<file path="config.mk">
export PLATFORM = sky130hd
export DESIGN_NAME = store_unit
export DESIGN_NICKNAME = d
export VERILOG_FILES = /design/src/rtl/store_unit_pkg.sv /design/src/rtl/store_unit.sv
export SDC_FILE = /design/constraint.sdc
export NUM_CORES = 1
export LEC_CHECK = 0
export ABC_CLOCK_PERIOD_IN_PS = 2870
export CAP_MARGIN = 0
export CORE_ASPECT_RATIO = 1.75
export CORE_MARGIN = 4
export CORE_UTILIZATION = 51
export CTS_CLUSTER_DIAMETER = 100
export CTS_CLUSTER_SIZE = 14
export DETAILED_ROUTE_END_ITERATION = 8
export PLACE_DENSITY = 0.85
export SYNTH_ARGS = -nofsm -noshare
export SYNTH_HDL_FRONTEND = slang
export SYNTH_SLANG_ARGS = --single-unit
</file>
<file path="constraint.sdc">
create_clock -name phi1 -period 2.87 [get_ports phi1]
set_clock_uncertainty 0.15 [all_clocks]
set_input_delay 0.574 -clock phi1 [delete_from_list [all_inputs] [get_ports phi1]]
set_output_delay 0.574 -clock phi1 [all_outputs]
set_load 0.005 [all_outputs]
</file>
<file path="src/rtl/store_unit_pkg.sv">
// Shared definitions for the store unit: default widths, stack page base,
// store_kind encodings and the FSM state encoding.
package store_unit_pkg;

  localparam int          REG_WIDTH  = 8;
  localparam int          ADDR_WIDTH = 16;
  localparam logic [15:0] STACK_BASE = 16'h0100;

  // store_kind codes as seen on the request interface
  typedef enum logic [1:0] {
    KIND_BYTE   = 2'd0,  // one byte to an explicit address
    KIND_PUSH_B = 2'd1,  // push one byte onto the stack
    KIND_PUSH_W = 2'd2,  // push a word, high byte first
    KIND_RSVD   = 2'd3   // reserved, reported as an error
  } store_kind_e;

  typedef enum logic [1:0] {
    ST_IDLE = 2'd0,
    ST_WR1  = 2'd1,
    ST_WR2  = 2'd2,
    ST_FIN  = 2'd3
  } state_e;

endpackage

</file>
<file path="src/rtl/store_unit.sv">
// Store unit: turns a single store request into one or two byte writes on
// the memory bus and, for pushes, reports the decremented stack pointer.
// Every output is driven straight from a flop.
module store_unit #(
  parameter int                    REG_WIDTH  = store_unit_pkg::REG_WIDTH,
  parameter int                    ADDR_WIDTH = store_unit_pkg::ADDR_WIDTH,
  parameter logic [ADDR_WIDTH-1:0] STACK_BASE = ADDR_WIDTH'(store_unit_pkg::STACK_BASE)
) (
  input  logic                  phi1,
  input  logic                  reset_n,
  input  logic                  store_req,
  input  logic [1:0]            store_kind,
  input  logic [ADDR_WIDTH-1:0] addr,
  input  logic [15:0]           data_in,
  input  logic [REG_WIDTH-1:0]  sp,
  output logic [ADDR_WIDTH-1:0] mem_addr,
  output logic [REG_WIDTH-1:0]  mem_data,
  output logic                  mem_we,
  output logic [REG_WIDTH-1:0]  sp_next,
  output logic                  sp_we,
  output logic                  store_busy,
  output logic                  store_done,
  output logic                  store_err
);

  import store_unit_pkg::*;

  // Request captured at accept time; later input changes are ignored.
  store_kind_e           r_kind;
  logic [ADDR_WIDTH-1:0] r_addr;
  logic [15:0]           r_data;
  logic [REG_WIDTH-1:0]  r_sp;

  state_e                r_state;
  logic [ADDR_WIDTH-1:0] r_mem_addr;
  logic [REG_WIDTH-1:0]  r_mem_data;
  logic                  r_mem_we;
  logic [REG_WIDTH-1:0]  r_sp_next;
  logic                  r_sp_we;
  logic                  r_busy;
  logic                  r_done;
  logic                  r_err;

  state_e                w_state_nxt;
  logic                  w_latch;
  logic [ADDR_WIDTH-1:0] w_mem_addr_nxt;
  logic [REG_WIDTH-1:0]  w_mem_data_nxt;
  logic                  w_mem_we_nxt;
  logic [REG_WIDTH-1:0]  w_sp_next_nxt;
  logic                  w_sp_we_nxt;
  logic                  w_busy_nxt;
  logic                  w_done_nxt;
  logic                  w_err_nxt;
  logic [REG_WIDTH-1:0]  w_sp_m1;
  logic [REG_WIDTH-1:0]  w_sp_m2;

  // SP arithmetic wraps within REG_WIDTH, so stack addresses stay in the page.
  assign w_sp_m1 = r_sp - REG_WIDTH'(1);
  assign w_sp_m2 = r_sp - REG_WIDTH'(2);

  // State register.
  // NOTE: sequential state uses non-blocking assignments so every flop
  // samples pre-edge values regardless of block ordering.
  always_ff @(posedge phi1 or negedge reset_n) begin
    if (!reset_n) r_state <= ST_IDLE;
    else          r_state <= w_state_nxt;
  end

  // Next-state and next-output decode.
  // NOTE: every signal gets a default before the case so no path leaves a
  // value unassigned, which would otherwise infer a latch.
  always_comb begin
    w_state_nxt    = r_state;
    w_latch        = 1'b0;
    w_mem_addr_nxt = r_mem_addr;
    w_mem_data_nxt = r_mem_data;
    w_mem_we_nxt   = 1'b0;
    w_sp_next_nxt  = r_sp_next;
    w_sp_we_nxt    = 1'b0;
    w_done_nxt     = 1'b0;
    w_err_nxt      = 1'b0;
    unique case (r_state)
      ST_IDLE: begin
        if (store_req) begin
          w_latch = 1'b1;
          unique case (store_kind_e'(store_kind))
            KIND_BYTE: begin
              w_state_nxt    = ST_WR1;
              w_mem_we_nxt   = 1'b1;
              w_mem_addr_nxt = addr;
              w_mem_data_nxt = REG_WIDTH'(data_in[7:0]);
            end
            KIND_PUSH_B: begin
              w_state_nxt    = ST_WR1;
              w_mem_we_nxt   = 1'b1;
              w_mem_addr_nxt = STACK_BASE + ADDR_WIDTH'(sp);
              w_mem_data_nxt = REG_WIDTH'(data_in[7:0]);
            end
            KIND_PUSH_W: begin
              w_state_nxt    = ST_WR1;
              w_mem_we_nxt   = 1'b1;
              w_mem_addr_nxt = STACK_BASE + ADDR_WIDTH'(sp);
              w_mem_data_nxt = REG_WIDTH'(data_in[15:8]);
            end
            KIND_RSVD: begin
              w_state_nxt = ST_FIN;
            end
          endcase
        end
      end
      ST_WR1: begin
        if (r_kind == KIND_PUSH_W) begin
          // Low byte goes one slot below the high byte.
          w_state_nxt    = ST_WR2;
          w_mem_we_nxt   = 1'b1;
          w_mem_addr_nxt = STACK_BASE + ADDR_WIDTH'(w_sp_m1);
          w_mem_data_nxt = REG_WIDTH'(r_data[7:0]);
        end else begin
          w_state_nxt = ST_IDLE;
          w_done_nxt  = 1'b1;
          if (r_kind == KIND_PUSH_B) begin
            w_sp_next_nxt = w_sp_m1;
            w_sp_we_nxt   = 1'b1;
          end
        end
      end
      ST_WR2: begin
        w_state_nxt   = ST_IDLE;
        w_done_nxt    = 1'b1;
        w_sp_next_nxt = w_sp_m2;
        w_sp_we_nxt   = 1'b1;
      end
      ST_FIN: begin
        w_state_nxt = ST_IDLE;
        w_done_nxt  = 1'b1;
        w_err_nxt   = 1'b1;
      end
    endcase
    w_busy_nxt = (w_state_nxt != ST_IDLE);
  end

  // Request capture on the accept edge.
  // NOTE: these holding registers are reset too, so a reset mid-store leaves
  // no stale request behind.
  always_ff @(posedge phi1 or negedge reset_n) begin
    if (!reset_n) begin
      r_kind <= KIND_BYTE;
      r_addr <= '0;
      r_data <= '0;
      r_sp   <= '0;
    end else if (w_latch) begin
      r_kind <= store_kind_e'(store_kind);
      r_addr <= addr;
      r_data <= data_in;
      r_sp   <= sp;
    end
  end

  // Registered outputs.
  always_ff @(posedge phi1 or negedge reset_n) begin
    if (!reset_n) begin
      r_mem_addr <= '0;
      r_mem_data <= '0;
      r_mem_we   <= 1'b0;
      r_sp_next  <= '0;
      r_sp_we    <= 1'b0;
      r_busy     <= 1'b0;
      r_done     <= 1'b0;
      r_err      <= 1'b0;
    end else begin
      r_mem_addr <= w_mem_addr_nxt;
      r_mem_data <= w_mem_data_nxt;
      r_mem_we   <= w_mem_we_nxt;
      r_sp_next  <= w_sp_next_nxt;
      r_sp_we    <= w_sp_we_nxt;
      r_busy     <= w_busy_nxt;
      r_done     <= w_done_nxt;
      r_err      <= w_err_nxt;
    end
  end

  assign mem_addr   = r_mem_addr;
  assign mem_data   = r_mem_data;
  assign mem_we     = r_mem_we;
  assign sp_next    = r_sp_next;
  assign sp_we      = r_sp_we;
  assign store_busy = r_busy;
  assign store_done = r_done;
  assign store_err  = r_err;

  // The BYTE target address is consumed at accept time; the captured copy is
  // kept for debug visibility only.
  logic w_unused;
  assign w_unused = ^r_addr;

endmodule

</file>
==> results of run 1 <==
per-stage QoR:
| stage | cell area, um^2 | hold slack, ns |
|---|---|---|
| 6_report | 3953 | 0.04574 |
| 5_1_grt | 3953 | 0.08359 |
| 4_1_cts | 3953 | 0.05208 |
| 3_5_place_dp | 3756 | 0.3204 |
| 3_3_place_gp | 3756 | 0.3108 |
| 2_1_floorplan | 2828 | 0.1284 |
power by group through the flow:
stage	logic, mW	registers, mW	clock network (mW)
floorplan	1.06	1.41	0
global placement	1.81	1.44	0
detailed placement	1.87	1.46	0
CTS	1.89	1.45	0.753
global route	2.07	1.50	0.787
finish	1.88	1.45	0.743
registers in the layout, summed over array words and instances (netlist names):
name        cells
store_done      1
store_busy      1
sp_we           1
mem_data        8
sp_next         8
r_kind          2
r_state         2
mem_we          1
mem_addr       16
r_data          8
store_err       1
r_sp            8
cell type report:
| cell class | count | area, um^2 |
|---|---|---|
| flip-flops and latches | 57 | 1426 |
| fillers | 399 | 1390 |
| multi-input cells | 202 | 1306 |
| repair buffers | 91 | 893.4 |
| clock buffers | 11 | 141.4 |
| well taps | 74 | 92.59 |
| clock inverters | 5 | 55.05 |
| inverters | 10 | 37.54 |
worst max-delay path: stages:
cell and delay (ns):
clkdlybuf4s50_1 0.52, inv_1 0.09, ha_1 0.33, nor3b_1 0.21, a221o_1 0.22, buf_4 0.25
nand2_1 0.08, o211ai_1 0.09
logic make-up after synthesis:
kind of cell,after synthesis,synth area share [%]
AND/OR/NAND/NOR,82,12.57
AO/OA/AOI/OAI,66,13.32
flip-flops,57,50.44
multiplexers,32,12.04
buffers and inverters,24,3.363
XOR/XNOR,11,3.407
adder cells (fa/ha/maj),11,4.867
synth_stat cells:
cell       number  area, um^2
dfrtp_1        57        1426
nand2_1        41       153.9
o21ai_0        26       130.1
nor2_1         25       93.84
a21oi_1        21       105.1
mux2_2         16       180.2
mux2i_1        16       160.2
ha_1           11       137.6
clkbuf_1       10       37.54
inv_1          10       37.54
xor2_1         10       87.58
buf_2           4       20.02
nor3b_1         4       30.03
o211ai_1        4       30.03
o21ai_1         3       15.01
a211oi_1        2       15.01
a221o_1         2       20.02
nand2b_1        2       12.51
nor2b_1         2       12.51
or3_1           2       12.51
a21boi_0        1       7.510
a21o_1          1       7.510
a31oi_1         1       6.260
and3b_1         1       8.760
nand3_1         1       5.000
nor3_1          1       5.000
nor4_1          1       6.260
nor4b_1         1       8.760
o2111ai_1       1       8.760
o21a_1          1       7.510
o21ba_2         1       10.01
o22ai_1         1       6.260
o31ai_1         1       7.510
or2_1           1       6.260
xnor2_1         1       8.760
worst max-delay path by stage:
stage | end | depth (start not counted) | slack (ns) | from
6_report | mem_addr[5]$_DFFE_PN0P_ | 8 | 0.60 | store_kind[0]
4_1_cts | mem_addr[5]$_DFFE_PN0P_ | 8 | 0.62 | store_kind[0]
5_1_grt | mem_addr[8]$_DFFE_PN0P_ | 8 | 0.42 | store_kind[0]
3_5_place_dp | mem_addr[5]$_DFFE_PN0P_ | 7 | 0.31 | store_kind[1]
3_3_place_gp | mem_addr[6]$_DFFE_PN0P_ | 7 | 0.37 | store_kind[1]
2_1_floorplan | mem_data[5]$_DFFE_PN0P_ | 7 | 0.83 | store_kind[0]
per-layer routing:
metal	routed length [um]	share of wire, %	vias up
met5	0	0	-
met4	192	2.8	0
met3	446	6.5	18
met2	3603	53	88
met1	2567	38	1109
li1	-	-	1148
==> impl_metrics.yaml, run 1 <==
status:
  status: "finished clean"
timing:
  rsz0062_at_grt: "false"
  worstMarginPinSlew_ns: 0.5260
  finalWorstSetupSlack_ns: 0.6046
  finalHoldViolations: 0
  setup_violations: 0
  max_slew_margin_pct: 64.62
  finalCritPeriodShare_pct: 78.93
  slew_violations: 0
  fmax_mhz: 441.4
  tns_ns: 0
  finalCriticalPeriod_ns: 2.265
critical_path:
  crit_type: "in2reg"
  r2r-start: "r_state[1]$_DFF_PN0_"
  critPathLaunchType: "input port"
  reg2reg_depth: 6
  crit_fanout: 22
  r2r_slack_ns: 0.75
  critPathArrivalTime_ns: 2.37
  required_ns: 2.97
  crit_path_end_kind: "register"
  worstReg2RegEnd: "mem_addr[5]$_DFFE_PN0P_"
cells_and_area:
  antenna_cells: 0
  syn_to_final_growth_pct: 39.78
  final_cells: 450
  final_cell_mix: "80 x clkdlybuf4s50_1, 57 x dfrtp_1, 41 x nand2_1"
  nNetsFinal: 427
  final_common_cell: "clkdlybuf4s50_1"
  drive_gt1_share_pct: 11.44
  final_core_util_pct: 73.98
clock_tree:
  htreeDepth: 3
  cts_resized: 0
  numCtsBuffers: 9
  cts.sinks: 57
  root_buffer: "clkbuf_8"
  cts_hold_buf: 0
  cts_tree: "built"
  clk_latency_ns: 0.34
  cts_setup_buffers: 0
  clockBufferDepth: 2
  clkTransAtPathRegs_ns: 0.07
floorplanning:
  die_area_mm2: 0.006846
  dieHeight_um: 106.5
  rows: 35
  initial_core_util_pct: 52.93
  pin_count: 82
  fp.dieW_um: 64.29
  coreArea_mm2: 0.005343
pwr:
  leakagePower_nw: 1.733
  seqPwrFrac_pct: 35.6
  p_int_mw: 2.596
  net-switching-power_mw: 1.476
  p_sw_share_pct: 36.24
  p_per_area_mw_per_mm2: 1030
  total_power_mw: 4.071
  p_clk_share_pct: 18.2
  p_comb_share_pct: 46.2
  ir_drop_mv: 0.6243
placement:
  io_buffer_count: 81
  pre_cts_slack_ns: 0.3119
  placedCellCount: 434
  place.detailed.hpwl_um: 5033
  place_congestion: 0.8545
grt:
  met2_usage_pct: 37.06
  met1_usage_pct: 23.01
  antenna_found_initial: 0
  top_usage_layer: "met2"
  grt_pass1_vias: 2354
  grt_overflow_total: 0
  grt_usage_pct: 21.18
  use_met3_pct: 5.391
  grt_pass1_wl_um: 11090
  grt_max_degree: 38
route:
  finalWirelength_um: 6810
  drt_iter0_drc: 70
  vias_per_cell: 5.251
  routedWlPerCell_um: 15.13
  ant_nets: 0
  dr_total_vias: 2363
  first_pass_iters: 4
  drc: 0
yosys:
  synth.distinct_cells: 35
  synth_seq_cells: 57
  syn_nets: 339
  syn-cell-area_mm2: 0.002828
  syn_inst: 283
  yosysWarnings: 0
  seq_area_frac_synth_pct: 50.44
  syn_avg_cell_area_um2: 9.992
job:
  drv_cap: 0
worst_hold_path:
  hold_class: "in2async"
No activity file was read; power rests on OpenSTA's default activity.
==> run 2, diff against run 1 <==
ABC_CLOCK_PERIOD_IN_PS = 1900   (was 2870)
CORE_UTILIZATION = 43   (was 51)
PLACE_DENSITY = 0.76   (was 0.85)
clock period = 1.9 ns   (was 2.87 ns; I/O delays follow)
==> run 2 against run 1 <==
Effect of this change:
- the flow now finishes with violations (setup timing)
- routed wire length increased by 3.9%
- power increased by 57%
- register-to-register slack got worse by 0.76 ns
- core utilization decreased by 7.6 points
- final cell count increased by 5.8%
- non-clock buffer count increased by 21
- sequential power increased by 48%
- global-route usage decreased by 3.1 points
- via count increased by 3.0%
- highest routed layer unchanged
==> impl_metrics.yaml, run 2 (synthesis results as in run 1) <==
status:
  status: "complete, but fails checks"
  violations: "setup timing"
route:
  first_pass_iters: 4
  routedWlPerCell_um: 14.86
  drt_iter0_drc: 136
  dr_total_vias: 2434
  vias_per_cell: 5.113
  drc: 0
  ant_nets: 0
  finalWirelength_um: 7074
critical_path:
  critPathLaunchType: "register"
  crit_path_end_kind: "register"
  crit_slowest_cell: "a221o_1"
  critPathArrivalTime_ns: 2.00
  required_ns: 1.99
  cpPeakStageDelay_ns: 0.38
  r2r-start: "r_state[1]$_DFF_PN0_"
  worstPathCellList: "inv_2 > ha_2 > buf_4 > a221o_1 > or3_1 > o211ai_1"
  cpLargestDelayFamily: "compound AO/OA/AOI/OAI gates"
  startpoint: "r_state[1]$_DFF_PN0_"
  critPathBufInv: 2
  crit_type: "reg2reg"
  crit_fanout: 7
timing:
  finalHoldViolations: 0
  worstMarginPinSlew_ns: 0.4240
  fmax_mhz: 524.9
  finalCriticalPeriod_ns: 1.905
  tns_ns: -0.005264
  finalCritPeriodShare_pct: 100.3
  max_slew_margin_pct: 71.73
  slew_violations: 0
  setup_violations: 1
  holdWs_ns: 0.3248
  rsz0062_at_grt: "true"
  finalWorstSetupSlack_ns: -0.005264
floorplanning:
  initial_core_util_pct: 45.06
  pin_count: 82
  rows: 38
  fp.dieW_um: 69.30
  die_area_mm2: 0.007989
  dieHeight_um: 115.3
  coreArea_mm2: 0.006276
cells_and_area:
  final_cell_mix: "78 x clkdlybuf4s50_1, 57 x dfrtp_1, 40 x nand2_1"
  syn_to_final_growth_pct: 47.39
  antenna_cells: 0
  fillers: 506
  largest_register_ffs: 16
  multi_input_area_mm2: 0.001366
  final_common_cell: "clkdlybuf4s50_1"
  final_area_mm2: 0.004168
  final_core_util_pct: 66.41
  ff_latch_area_mm2: 0.001426
  drive_gt1_share_pct: 18.69
  nNetsFinal: 448
  final_cells: 476
clock_tree:
  clockBufferDepth: 2
  root_buffer: "clkbuf_8"
  cts_tree: "built"
  clkTransAtPathRegs_ns: 0.06
  cts.sinks: 57
  numCtsBuffers: 9
  clk_latency_ns: 0.33
  htreeDepth: 3
placement:
  place.detailed.hpwl_um: 5431
  io_buffer_count: 81
  pre_cts_slack_ns: -0.4275
  place_congestion: 0.8897
  placedCellCount: 458
  placed_cell_area_mm2: 0.003924
pwr:
  p_per_area_mw_per_mm2: 1530
  total_power_mw: 6.377
  leakagePower_nw: 1.845
  ir_drop_mv: 0.8751
grt:
  grt_pass1_wl_um: 11500
  grt_pass1_vias: 2538
  grt_max_degree: 24
  grt_usage_pct: 18.12
  grt_overflow_total: 0
  antenna_found_initial: 0
worst_hold_path:
  hold_class: "reg2reg"
  hold_path_startpoint: "mem_addr[3]$_DFFE_PN0P_"
job:
  drv_cap: 0
run 2: changes by cell type in the layout (fill, tap and decap cells not counted), moves of 3 or more:
cell / previous run / this run
inv_2: 0 / 4
ha_4: 0 / 3
inv_1: 10 / 6
ha_1: 11 / 7
buf_4: 9 / 27
run 2: tightest hold or removal path: cells and delay by family, from the launching register on:
family	cells	cell delay, ns
AOI/OAI and AO/OA	1	0.06
and+or+nand+nor	1	0.04
DFF	1	0.34
run 2: path summary, 6_finish.rpt:
check                                           to  slack (ns)  depth (start not counted)
max                        mem_addr[6]$_DFFE_PN0P_      -0.005                          6
min                        mem_addr[3]$_DFFE_PN0P_        0.32                          2
max reg2reg                mem_addr[6]$_DFFE_PN0P_      -0.005                          6
min reg2reg                mem_addr[3]$_DFFE_PN0P_        0.32                          2
max in group asynchronous      r_sp[0]$_DFFE_PN0P_        0.66                          3
min in group asynchronous   sp_next[1]$_DFFE_PN0P_        0.36                          2
run 2: routing by layer:
| layer | up-vias | GRT usage [%] | part of all wire (%) |
|---|---|---|---|
| met3 | 13 | 3.937 | 4.2 |
| met5 | - | 0 | 0 |
| met1 | 1179 | 19.33 | 38 |
| met4 | 0 | 8.214 | 2.0 |
| li1 | 1184 | - | - |
| met2 | 58 | 33.80 | 56 |
run 2: area by class of cell:
cell class	instances	share of cell area, %
inverter	10	0.9006
tap	80	2.402
sequential	57	34.22
timing repair buffer	112	25.82
clock inverter	4	0.4803
clock buffer	11	3.392
multi-input combinational	202	32.78
run 2: what timing repair did:
item / in CTS / in global routing
hold buffers: 1 / 0
setup buffers: 1 / 1
pin swaps: 6 / 5
hold endpoints to repair: 17 / 0
setup endpoints to repair: 14 / 5
resized for setup: 12 / 4
run 2: power breakdown:
part           internal, mW  switching, mW
Sequential             1.79          0.355
Combinational          1.80           1.49
Clock                 0.491          0.448
==> run 3, diff against run 2 <==
CAP_MARGIN = 20   (was 0)
==> results of run 3 <==
Same layout as run 2: the final DEF is identical, and so are final timing and power.
